[config.mk]
export PLATFORM = sky130hd
export DESIGN_NAME = seq_det_logger
export DESIGN_NICKNAME = d
export VERILOG_FILES = /design/src/rtl/seq_det_pkg.sv /design/src/rtl/sync_fifo.sv /design/src/rtl/seq_det_logger.sv
export SDC_FILE = /design/constraint.sdc
export NUM_CORES = 1
export LEC_CHECK = 0
export ABC_CLOCK_PERIOD_IN_PS = 2220
export CORE_MARGIN = 5
export CORE_UTILIZATION = 50
export DETAILED_ROUTE_END_ITERATION = 12
export PLACE_DENSITY = 0.71
export SYNTH_ARGS = -nofsm -noshare
export SYNTH_HDL_FRONTEND = slang
export SYNTH_SLANG_ARGS = --single-unit
[constraint.sdc]
create_clock -name clk -period 2.22 [get_ports clk]
set_clock_uncertainty 0.15 [all_clocks]
set_input_delay 0.333 -clock clk [delete_from_list [all_inputs] [get_ports clk]]
set_output_delay 0.333 -clock clk [all_outputs]
set_load 0.02 [all_outputs]
[src/rtl/seq_det_pkg.sv]
// Shared definitions for the 1011 sequence detector and its detection logger.
package seq_det_pkg;

  localparam int TS_WIDTH_DEF  = 16;
  localparam int DEPTH_DEF     = 4;
  localparam int CNT_WIDTH_DEF = 8;

  // Detector states: S0 idle, S1 seen "1", S2 seen "10", S3 seen "101".
  typedef enum logic [1:0] {
    S0 = 2'd0,
    S1 = 2'd1,
    S2 = 2'd2,
    S3 = 2'd3
  } det_state_e;

endpackage

[src/rtl/sync_fifo.sv]
// Synchronous FIFO with extra-MSB pointers. A push on a full FIFO is accepted
// only when a pop happens in the same cycle. dout reads 0 when empty.
module sync_fifo #(
  parameter int WIDTH = 16,
  parameter int DEPTH = 4
) (
  input  logic             clk,
  input  logic             rst,
  input  logic             push,
  input  logic             pop,
  input  logic [WIDTH-1:0] din,
  output logic [WIDTH-1:0] dout,
  output logic             full,
  output logic             empty
);

  localparam int AW = $clog2(DEPTH);

  logic [AW:0]      wr_ptr_q, wr_ptr_d;
  logic [AW:0]      rd_ptr_q, rd_ptr_d;
  logic [WIDTH-1:0] mem_q [DEPTH];
  logic             do_push, do_pop;

  assign empty = (wr_ptr_q == rd_ptr_q);
  assign full  = (wr_ptr_q[AW] != rd_ptr_q[AW]) &&
                 (wr_ptr_q[AW-1:0] == rd_ptr_q[AW-1:0]);
  assign dout  = empty ? '0 : mem_q[rd_ptr_q[AW-1:0]];

  // Accepted push/pop and next pointer values.
  always_comb begin
    do_pop   = pop && !empty;
    do_push  = push && (!full || do_pop);
    wr_ptr_d = wr_ptr_q;
    rd_ptr_d = rd_ptr_q;
    if (do_push) wr_ptr_d = wr_ptr_q + (AW+1)'(1);
    if (do_pop)  rd_ptr_d = rd_ptr_q + (AW+1)'(1);
  end

  // Pointer registers; reset empties the FIFO.
  // NOTE: sequential state uses non-blocking assignments so every flop samples pre-edge values.
  always_ff @(posedge clk) begin
    if (rst) begin
      wr_ptr_q <= '0;
      rd_ptr_q <= '0;
    end else begin
      wr_ptr_q <= wr_ptr_d;
      rd_ptr_q <= rd_ptr_d;
    end
  end

  // Storage write.
  // NOTE: the array is not reset; empty pointers make stale contents unobservable.
  always_ff @(posedge clk) begin
    if (do_push) mem_q[wr_ptr_q[AW-1:0]] <= din;
  end

endmodule

[src/rtl/seq_det_logger.sv]
// Timestamps detector pulses against a free-running counter, buffers them in a
// FIFO for host readout, and keeps a saturating count plus a sticky overflow.
module seq_det_logger
  import seq_det_pkg::*;
#(
  parameter int TS_WIDTH  = TS_WIDTH_DEF,
  parameter int DEPTH     = DEPTH_DEF,
  parameter int CNT_WIDTH = CNT_WIDTH_DEF
) (
  input  logic                 clk,
  input  logic                 rst,
  input  logic                 en,
  input  logic                 det,
  input  logic                 clr,
  output logic                 rd_valid,
  input  logic                 rd_ready,
  output logic [TS_WIDTH-1:0]  rd_ts,
  output logic [CNT_WIDTH-1:0] total_cnt,
  output logic                 overflow
);

  logic [TS_WIDTH-1:0]  ts_q, ts_d;
  logic [CNT_WIDTH-1:0] total_cnt_q, total_cnt_d;
  logic                 overflow_q, overflow_d;

  logic capture, fifo_push, fifo_pop, fifo_flush, fifo_full, fifo_empty;

  // Capture/pop gating, drop decision and next-state for counters and flag.
  // NOTE: every always_comb output gets a default first so no latch is inferred.
  always_comb begin
    capture     = en && det;
    fifo_flush  = rst || clr;
    fifo_push   = capture && !clr;
    fifo_pop    = rd_ready && !fifo_empty && !clr;
    ts_d        = ts_q;
    total_cnt_d = total_cnt_q;
    overflow_d  = overflow_q;
    if (clr) begin
      ts_d        = '0;
      total_cnt_d = '0;
      overflow_d  = 1'b0;
    end else begin
      if (en) ts_d = ts_q + TS_WIDTH'(1);
      if (capture) begin
        if (total_cnt_q != '1) total_cnt_d = total_cnt_q + CNT_WIDTH'(1);
        if (fifo_full && !fifo_pop) overflow_d = 1'b1;
      end
    end
  end

  // Timestamp, detection count and overflow registers.
  always_ff @(posedge clk) begin
    if (rst) begin
      ts_q        <= '0;
      total_cnt_q <= '0;
      overflow_q  <= 1'b0;
    end else begin
      ts_q        <= ts_d;
      total_cnt_q <= total_cnt_d;
      overflow_q  <= overflow_d;
    end
  end

  sync_fifo #(
    .WIDTH (TS_WIDTH),
    .DEPTH (DEPTH)
  ) u_fifo (
    .clk   (clk),
    .rst   (fifo_flush),
    .push  (fifo_push),
    .pop   (fifo_pop),
    .din   (ts_q),
    .dout  (rd_ts),
    .full  (fifo_full),
    .empty (fifo_empty)
  );

  assign rd_valid  = !fifo_empty;
  assign total_cnt = total_cnt_q;
  assign overflow  = overflow_q;

endmodule

==> metrics.txt, run 1 <==
Post-DP Area 4710 µm²; min-delay worst type reg2reg; syn nets 297; io pins 32; Die Wd 99.5 µm; Core Box Area 7770 µm²; DRT antenna net count 0; Cell Pwr Density 663 nW/µm²; Reg clk slew, reported paths 0.09 ns; MaxCap Viol Count 0; worst vdd ir 0.381 mV; Slew Limit Fails 0; largest net degree at the start of global routing 20; clk_lat worst skew 0.36 ns; Die H 99.5 µm; FF+latch count, synth 97; fin area 4900 µm²; Hold Startpoint overflow; Synth area leaders edfxtp_1, dfxtp_1, mux4_2; sw frac 20.0%; worst relative slew slack 72.6%; # fillers 608; area leader, netlist edfxtp_1; status finished clean; RSZ-0062 raised after global routing yes; Hold EP overflow; most frequent cells in the layout edfxtp_1, dfxtp_1, buf_4, nor2_1, mux4_2; syn avg cell area 14.1 µm²; GP Congestion 0.829; Critical Path RT 1.74 ns; Setup crit end kind primary output; hold_buf cts 0; die area 9900 µm²; R2R setup slack 0.38 ns; Layout area overhead 22.3%; number of global-route vias before repair 2345; Seq pwr share 58.9%; initial antenna violation count 0; Seq/Total Area, Yosys 64.5%; GRT Util Overall 15.6%; Total Wirelength 7.27 mm; Vias 2461; CP Data Arrival Time 1.74 ns; # H-tree levels 3; CP Launch Type flip-flop; hold depth 2; PnR worst setup slack 0.000886 ns; area of the mapped netlist 4010 µm²; Vias/cell 5.41; Syn Inst Count 284; RR Startpoint u_fifo.rd_ptr_q[1]; DRT Pass-1 Iters 4; post-synthesis cell type count 43; internal power 0.00260 W; site row count 32; commonest non-fill, non-tap cell in the layout edfxtp_1; share of cells above drive strength 1 25.5%; period utilization 100%; fin nets 361; P_leak 1.82 nW; DPL Wire Length 4.80 mm; CTS tree built; final count of negative-setup-slack endpoints 0; Yosys top cell area share 48.0%; DP Worst Slack -0.0247 ns; initial core utilization 51.6%; Clk pwr share 37.6%; CP Class reg2out; I/O Buffers 31; post-route insts no fill 455; # DRC 0; worst reg-to-reg path cell count 6; r2r endpoint u_fifo.mem_q[3][14]; Detailed Route Iter0 Violations 98; CP Max Fanout 8; CTS Buf Count 9; highest clock rate 451 MHz; WL per Instance 16.0 µm; synth warn 0; Fin. Hold Viols 0; first-pass GRT wire length 11.8 mm; # placed instances 437; Logic pwr share 3.5%; root buf cell clkbuf_8; Congestion Overflow GR 0; clk buf depth 2; Antenna Cells 0; Net Sw Power 0.000650 W; total negative slack 0 ns; Final Critical Period 2.22 ns; worst slew pin tran 0.411 ns; clk sinks 97
## critical path: stages, from the launching register on
cell and delay (ns):
dfxtp_4 0.38, buf_12 0.15, buf_6 0.10, mux4_2 0.49, nor2b_4 0.15, buf_6 0.12
## power groups by stage
stage,Clock [W],Sequential [W],Combinational (W)
final,0.00122,0.00191,0.000113
after CTS,0.00124,0.00191,0.000113
after detailed placement,0,0.00196,0.000114
after global routing,0.00133,0.00191,0.000123
after floorplan,0,0.00196,0.0000551
after global placement,0,0.00196,0.000114
## metal layers
layer,wire [µm],GRT usage (%),vias up
met5,0,0,-
met3,367,4.14,8
met2,3560,25.2,49
li1,-,-,1191
met1,3240,20.4,1213
met4,95,5.67,0
## repair_timing
| item | 4_1_cts | 5_1_grt |
|---|---|---|
| pin swaps | 0 | 1 |
| setup endpoints to repair | 17 | 12 |
| resized for setup | 69 | 7 |
| gates cloned | 1 | 0 |
| buffers inserted | 2 | 0 |
| hold endpoints to repair | 0 | 0 |
## cell usage after synthesis, drive strengths merged
| master | n |
|---|---|
| a211oi | 1 |
| a21boi | 1 |
| a21o | 1 |
| a21oi | 7 |
| a31o | 3 |
| a31oi | 6 |
| a41oi | 2 |
| and2 | 5 |
| and2b | 2 |
| and3 | 4 |
| and3b | 1 |
| and4 | 4 |
| and4b | 1 |
| buf | 3 |
| clkbuf | 7 |
| dfxtp | 33 |
| edfxtp | 64 |
| ha | 7 |
| inv | 6 |
| mux2i | 2 |
| mux4 | 16 |
| nand2 | 15 |
| nand2b | 1 |
| nand3 | 9 |
| nand3b | 1 |
| nand4 | 4 |
| nor2 | 21 |
| nor2b | 15 |
| nor3 | 6 |
| nor3b | 1 |
| nor4 | 1 |
| o21a | 1 |
| o21ai | 9 |
| o31ai | 1 |
| or2 | 1 |
| or3 | 3 |
| or4 | 1 |
| xnor2 | 9 |
| xor2 | 9 |
## sequential cells by signal, indices dropped and copies added, names as in the netlist, named ones only
| register | flops |
|---|---|
| u_fifo.mem_q | 64 |
| ts_q | 16 |
| total_cnt | 8 |
| u_fifo.rd_ptr_q | 3 |
| u_fifo.wr_ptr_q | 3 |
| overflow | 1 |
## cell families (layout without fill, tap and decap cells)
family                   after synthesis  in the layout  share of synthesized area [%]
flip-flops                            97             97                           64.5
AND/OR/NAND/NOR                       96             96                           13.4
AO/OA/AOI/OAI                         32             32                           4.97
XOR/XNOR                              18             18                           3.94
multiplexers                          18             18                           9.50
buffers and inverters                 16             85                           1.56
adder cells (fa/ha/maj)                7              7                           2.19
## area by class of cell
type	count	area, µm²	area share (%)
clock inverter	7	91.3	1.86
sequential	97	2590	52.8
tap	102	128	2.60
clock buffer	9	124	2.53
inverter	6	22.5	0.460
multi-input combinational	171	1370	28.0
timing repair buffer	63	576	11.7
## worst max-delay path by stage
stage | from | to | slack (ns) | cells past startpoint
floorplan | u_fifo.wr_ptr_q[0] | rd_ts[13] | 0.13 | 4
global placement | en | ts_q[11] | -0.03 | 7
detailed placement | en | ts_q[11] | -0.02 | 7
CTS | flip-flop | rd_ts[0] | -0.06 | 5
global route | flip-flop | rd_ts[0] | -0.06 | 5
finish | flip-flop | rd_ts[0] | 0.0009 | 5
## metrics by stage
step,utilization (%),total power (W),hold WS (ns)
floorplan,-,0.00201,0.332
global placement,60.6,0.00207,0.313
detailed placement,60.6,0.00207,0.311
CTS,63.1,0.00327,0.346
global route,63.1,0.00337,0.372
finish,63.1,0.00325,0.345
(Power assumes the default switching activity.)
==> run 2, diff against run 1 <==
--- a/config.mk
+++ b/config.mk
@@ -6,10 +6,12 @@
 export NUM_CORES = 1
 export LEC_CHECK = 0
 export ABC_CLOCK_PERIOD_IN_PS = 2220
-export CORE_MARGIN = 5
+export CORE_MARGIN = 2
 export CORE_UTILIZATION = 50
 export DETAILED_ROUTE_END_ITERATION = 12
 export PLACE_DENSITY = 0.71
+export SKIP_CTS_REPAIR_TIMING = 1
 export SYNTH_ARGS = -nofsm -noshare
 export SYNTH_HDL_FRONTEND = slang
 export SYNTH_SLANG_ARGS = --single-unit
+export TNS_END_PERCENT = 1
==> run 2 against run 1 <==
Combinational power down 4%. Non-clock buffer count grew 3. Global-route usage up 3.0 points. Sequential cell count did not move. Highest routed layer unchanged. Critical path depth is 1 lower. Via count decreased by 3.4%. Largest cell class unchanged.
==> metrics.txt, run 2 (synthesized netlist as in run 1, its figures left out) <==
Congestion Overflow GR 0; # fillers 579; Die Wd 93.5 µm; root buf cell clkbuf_8; status finished clean; min-delay worst type reg2reg; initial core utilization 51.8%; # placed instances 441; period utilization 99.0%; I/O Buffers 31; Vias/cell 5.19; DPL Wire Length 5.01 mm; hold depth 2; Cell Pwr Density 629 nW/µm²; post-route insts no fill 458; Slew Limit Fails 0; CP max stage cell mux4_2; GRT Util Overall 18.6%; # H-tree levels 3; CP Launch Type flip-flop; fin nets 364; Antenna Cells 0; Max stage delay on crit path 0.51 ns; die area 8740 µm²; largest net degree at the start of global routing 20; most frequent cells in the layout edfxtp_1, dfxtp_1, buf_4, nor2_1, mux4_2; clk buf depth 2; CP top delay family multiplexers; WP buf/inv 2; # DRC 0; initial antenna violation count 0; P_leak 2.02 nW; worst relative slew slack 72.3%; final count of negative-setup-slack endpoints 0; Detailed Route Iter0 Violations 171; Total Wirelength 7.34 mm; highest clock rate 455 MHz; Layout area overhead 23.2%; worst slew pin tran 0.414 ns; clk sinks 97; WL per Instance 16.0 µm; first-pass GRT wire length 12.0 mm; WP depth 4; io pins 32; Setup crit end kind primary output; total negative slack 0 ns; GP Congestion 0.789; CP Data Arrival Time 1.71 ns; Largest register FFs 64; CTS tree built; clk_lat worst skew 0.35 ns; CTS Buf Count 9; CP Class reg2out; number of global-route vias before repair 2322; DRT antenna net count 0; worst vdd ir 0.350 mV; commonest non-fill, non-tap cell in the layout edfxtp_1; Core Box Area 7730 µm²; RSZ-0062 raised after global routing yes; Fin. Hold Viols 0; Reg clk slew, reported paths 0.09 ns; worst reg-to-reg path cell count 5; Final Critical Period 2.20 ns; Critical Path RT 1.74 ns; CP Max Fanout 6; worst-path cell chain buf_6 > mux4_2 > nor2b_1 > dlymetal6s2s_1; Vias 2378; MaxCap Viol Count 0; DRT Pass-1 Iters 4; share of cells above drive strength 1 23.3%; Die H 93.5 µm; site row count 32
## run 2: layer usage
layer / part of all wire [%] / vias up / GRT usage [%]
met5: 0 / - / 0
met4: 1.2 / 0 / 6.62
met3: 3.8 / 7 / 3.87
met2: 47 / 45 / 29.8
met1: 48 / 1132 / 25.3
li1: - / 1194 / -
## run 2: worst paths after layout
path	to	slack [ns]	start
max	rd_ts[15]	0.02	flip-flop
min	overflow	0.36	overflow
max reg2reg	ts_q[12]	0.22	ts_q[0]
min reg2reg	overflow	0.36	overflow
## run 2: where the power goes
group / switching, W / leakage [nW] / internal (W)
clock network: 0.000606 / 0.0919 / 0.000473
logic: 0.0000582 / 1.01 / 0.0000507
registers: 0.00000617 / 0.909 / 0.00191
## run 2: stage by stage
step	utilization (%)	hold slack, ns	worst slack (ns)	cell area (µm²)	total power, W
3_5_place_dp	60.7	0.312	-0.0824	4690	0.00207
5_1_grt	63.9	0.395	-0.0660	4940	0.00321
4_1_cts	63.1	0.353	-0.479	4880	0.00313
2_1_floorplan	-	0.332	0.129	4010	0.00201
3_3_place_gp	60.7	0.322	-0.0781	4690	0.00207
6_report	63.9	0.360	0.0232	4940	0.00310
## run 2: area by class of cell
class	count	area (µm²)	share of cell area (%)
clock buffer	11	151	3.07
inverter	6	22.5	0.456
timing repair buffer	66	626	12.7
tap	102	128	2.59
clock inverter	5	37.5	0.760
sequential	97	2580	52.3
multi-input combinational	171	1390	28.1
## run 2: worst reg2reg max path, stage by stage, from the launching register on
cell and delay [ns]:
dfxtp_1 0.49, ha_1 0.24, inv_1 0.07, or4_4 0.53, or3_1 0.32, a21oi_1 0.14
